--- config.mk ---
export PLATFORM = sky130hd
export DESIGN_NAME = count_reg_arbiter
export DESIGN_NICKNAME = d
export VERILOG_FILES = /design/src/rtl/count_reg_arbiter.sv
export SDC_FILE = /design/constraint.sdc
export NUM_CORES = 1
export LEC_CHECK = 0
export CAP_MARGIN = 10
export CORE_AREA = 8 8 66 125
export DETAILED_ROUTE_END_ITERATION = 8
export DIE_AREA = 0 0 74 133
export PLACE_DENSITY = 0.69
export SKIP_LAST_GASP = 1
export SLEW_MARGIN = 30
export SYNTH_ARGS = -nofsm -noshare
export SYNTH_HDL_FRONTEND = slang
export SYNTH_SLANG_ARGS = --single-unit
--- constraint.sdc ---
create_clock -name clk -period 5.4 [get_ports clk]
set_clock_uncertainty 0.15 [all_clocks]
set_input_delay 0.54 -clock clk [delete_from_list [all_inputs] [get_ports clk]]
set_output_delay 0.54 -clock clk [all_outputs]
set_load 0.005 [all_outputs]
--- src/rtl/count_reg_arbiter.sv ---
// count_reg_arbiter: round-robin arbiter sequencing load/add/sub/clear ops onto a shared count register
module count_reg_arbiter #(
  parameter int N_REQ = 4,
  parameter int WIDTH = 12
) (
  input  logic                       clk,
  input  logic                       rst,
  input  logic [N_REQ-1:0]           req,
  input  logic [2*N_REQ-1:0]         op,
  input  logic [WIDTH*N_REQ-1:0]     wdata,
  input  logic                       ovf_clr,
  output logic [N_REQ-1:0]           gnt,
  output logic [WIDTH-1:0]           q,
  output logic                       upd,
  output logic [$clog2(N_REQ)-1:0]   upd_id,
  output logic                       ovf
);
  localparam int IW = $clog2(N_REQ);
  logic [IW-1:0]    ptr, gid, nptr;
  logic [IW:0]      s;
  logic             hit, set;
  logic [1:0]       gop;
  logic [WIDTH-1:0] wd, nxt;
  logic [WIDTH:0]   sum, dif;
  // first requesting index at or after ptr, wrapping; reset suppresses any grant
  always_comb begin
    hit = 1'b0;
    gid = '0;
    s = '0;
    for (int k = 0; k < N_REQ; k++) begin
      s = {1'b0, ptr} + (IW+1)'(k);
      s = (s >= (IW+1)'(N_REQ)) ? s - (IW+1)'(N_REQ) : s;
      if (!hit && !rst && req[s[IW-1:0]]) begin
        hit = 1'b1;
        gid = s[IW-1:0];
      end
    end
  end
  assign gnt  = hit ? (N_REQ'(1) << gid) : '0;
  assign gop  = op[2*gid +: 2];
  assign wd   = wdata[WIDTH*gid +: WIDTH];
  assign sum  = {1'b0, q} + {1'b0, wd};
  assign dif  = {1'b0, q} - {1'b0, wd};
  assign nxt  = gop == 2'd0 ? wd : gop == 2'd1 ? sum[WIDTH-1:0] : gop == 2'd2 ? dif[WIDTH-1:0] : '0;
  assign set  = hit & ((gop == 2'd1 & sum[WIDTH]) | (gop == 2'd2 & dif[WIDTH]));
  assign nptr = (gid == IW'(N_REQ-1)) ? '0 : gid + 1'b1;
  // register update on grant; a same-cycle overflow beats ovf_clr
  always_ff @(posedge clk) begin
    if (rst) begin
      q      <= '0;
      ptr    <= '0;
      upd    <= 1'b0;
      upd_id <= '0;
      ovf    <= 1'b0;
    end else begin
      upd <= hit;
      ovf <= set | (ovf & ~ovf_clr);
      if (hit) begin
        q      <= nxt;
        ptr    <= nptr;
        upd_id <= gid;
      end
    end
  end
endmodule

==> metrics <==
most frequent cells after synthesis nand2_1, ha_1, mux2i_1; Async S/R FF share, synth 0; first-pass GRT wire length 14000 µm; GRT overflow 0; Seq cells post-synth 18; hold-fix buffers at CTS 0; Util after Layout 0.547; Avg Cell Area, Syn 7.94 µm²; top_reg_cell synth dfxtp_1; met2 Use GR 0.348; Total GRT Usage 0.176; fillcell total 631; crit-path max FO 10; Critical Path AT 5.08 ns; EDFF count, synth 0; final wirelength 8620 µm; DR WL/cell 17.5 µm; initial antenna violation count 0; Max IR drop VDD 0.299 mV; RSZ-0062 raised after global routing true; Chip Width 74 µm; Area growth syn-to-layout 40.3%; CP Launch Type input port; critical path class input port to register; Post-Synthesis Cells 323; vias per cell 5.56; die area 0.00984 mm²; CP required 5.39 ns; setup tns final 0 ns; Worst Tran Pin Value 0.637 ns; clock latency on the worst-skew pair 0.25 ns; Final Hold Vio Count 0; starting DRC count in detailed routing 87; Worst Setup End Kind register; Pwr Density 571 mW/mm²; Max Freq 197 MHz; antenna-violating nets left 0; router iterations before antenna repair 4; Final HPWL DP 6980 µm; outcome finished clean; Static Leak 1.47 nW; Worst Setup SP req[1]; # Post-CTS Setup Buffers 0; Yosys top cell by area ha_1; antenna diode count 0; met1 Use GR 0.171; Die Y 133 µm; GR peak layer met2; Yosys cell types 57; clock sinks 18; via count 2741; layout cell share with drive strength beyond 1 0.0889; Max-cap violations 0; clk root buf clkbuf_16; Initial Util 0.390; relative slew slack 0.575; grt met3 use 0.0197; input/output buffers 82; DRC 0; FP Rows 42; post-synth top area share 0.146; vias in the first global route 2893; Mapped Area 0.00256 mm²; H-Tree Depth 1; Final Net Count 501; Syn. warnings 0; Core ar. 0.00657 mm²; sequential-to-total area share from yosys stat 0.141; io pins 83; top-count cell post-synth nand2_1; synth top area cells ha_1, dfxtp_1, mux2i_1, nand2_1, mux2_2; Syn Nets 418; largest net degree at the start of global routing 19; final number of setup-violating endpoints 0; final-report max-slew violation count 0; Reg-to-Reg Start ptr[1]; Hold Crit Class register to register; total CTS buffers 3; worst hold start upd_id[0]; Placer Congestion 0.958; crit path time final 5.09 ns; CTS tree done; Clock transition at path regs 0.06 ns; clk buf depth 2; final worst-path cycle share 0.942
-- worst paths after layout --
kind / end / slack (ns) / cells past startpoint
min: upd_id[0] / 0.29 / 2
max: q[11] / 0.31 / 19
max reg2reg: ovf / 0.71 / 17
min reg2reg: upd_id[0] / 0.29 / 2
-- worst max-delay path, cell delays in order --
cell             delay (ns)
clkdlybuf4s50_1        0.48
or3b_1                 0.41
a31oi_1                0.17
a221oi_1               0.10
a211oi_4               0.31
buf_4                  0.23
mux2_2                 0.35
nand2_1                0.06
o21ai_0                0.15
ha_1                   0.50
or3b_2                 0.17
o221ai_1               0.13
or4_1                  0.45
a31oi_1                0.19
o21bai_1               0.12
a21oi_1                0.18
o21bai_1               0.09
xor2_1                 0.14
a221o_1                0.32
-- kinds of logic (layout without fill, tap and decap cells) --
logic type | after synthesis | in the layout | share of synthesized area
buffers and inverters | 40 | 122 | 0.0678
and+or+nand+nor | 93 | 93 | 0.182
AOI/OAI and AO/OA | 97 | 97 | 0.271
adders and majority gates | 32 | 32 | 0.162
muxes | 39 | 39 | 0.163
xor gates and xnor gates | 4 | 4 | 0.0137
DFF | 18 | 18 | 0.141
-- metal layers --
| metal | wire [µm] | part of all wire |
|---|---|---|
| met1 | 3160 | 0.37 |
| met3 | 314 | 0.036 |
| met4 | 155 | 0.018 |
| met2 | 4990 | 0.58 |
| met5 | 0 | 0 |
-- area by class of cell --
class	count	area, µm²	share of cell area
Clock buffer	4	88.8	0.0247
Multi-Input combinational cell	265	2040	0.567
Tap cell	88	110	0.0306
Sequential cell	18	360	0.100
Inverter	25	93.8	0.0261
Timing Repair Buffer	93	903	0.251
-- placed cells by master (no fill, tap or decap), types with 3 or more instances in the layout --
| master | Yosys | routed |
|---|---|---|
| and2_1 | 4 | 4 |
| a31oi_1 | 3 | 3 |
| ha_1 | 30 | 30 |
| a221o_1 | 4 | 4 |
| nand2b_1 | 9 | 9 |
| nor2_1 | 18 | 17 |
| o22a_1 | 5 | 5 |
| clkdlybuf4s50_1 | 0 | 82 |
| nand3_1 | 5 | 5 |
| inv_1 | 25 | 25 |
| a2bb2oi_1 | 4 | 4 |
| o311ai_1 | 3 | 3 |
| mux2_2 | 9 | 9 |
| nor2b_1 | 3 | 3 |
| o211ai_1 | 3 | 3 |
| mux2i_1 | 28 | 28 |
| dfxtp_1 | 18 | 18 |
| o21bai_1 | 4 | 4 |
| or3_1 | 3 | 3 |
| nand2_1 | 32 | 32 |
| clkbuf_16 | 0 | 3 |
| o21ai_1 | 6 | 8 |
| nor3_1 | 6 | 6 |
| buf_4 | 3 | 11 |
| o21ai_0 | 19 | 16 |
| a221oi_1 | 6 | 6 |
| a21oi_1 | 17 | 16 |
| nand4_1 | 3 | 3 |
-- power by group --
part	switching [W]	internal, W	total (W)	leakage (nW)
Clock	0.0000580	0.000113	0.000171	0.0442
Sequential	0.0000664	0.000191	0.000258	0.150
Combinational	0.000878	0.000746	0.00162	1.27
Total	0.00100	0.00105	0.00205	1.47
-- what timing repair did --
action                     CTS  global route
setup endpoints to repair    0             3
gates resized for setup      0             4
hold endpoints to repair     0             0
-- metrics by stage --
| stage | cell area (µm²) | instances | worst slack (ns) | total power (W) | hold slack [ns] |
|---|---|---|---|---|---|
| after floorplan | 2560 | 323 | 0.556 | 0.00139 | 0.289 |
| after global placement | 3500 | 489 | 0.112 | 0.00184 | 0.282 |
| after detailed placement | 3500 | 489 | 0.0233 | 0.00186 | 0.288 |
| after CTS | 3590 | 493 | 0.263 | 0.00204 | 0.297 |
| after global routing | 3600 | 493 | -0.0190 | 0.00224 | 0.316 |
| final | 3600 | 493 | 0.313 | 0.00205 | 0.294 |
-- flip-flops by register name, indices dropped and copies added, names as in the netlist --
| signal | flops |
|---|---|
| ovf | 1 |
| ptr | 2 |
| q | 12 |
| upd | 1 |
| upd_id | 2 |
(Power assumes the default switching activity.)
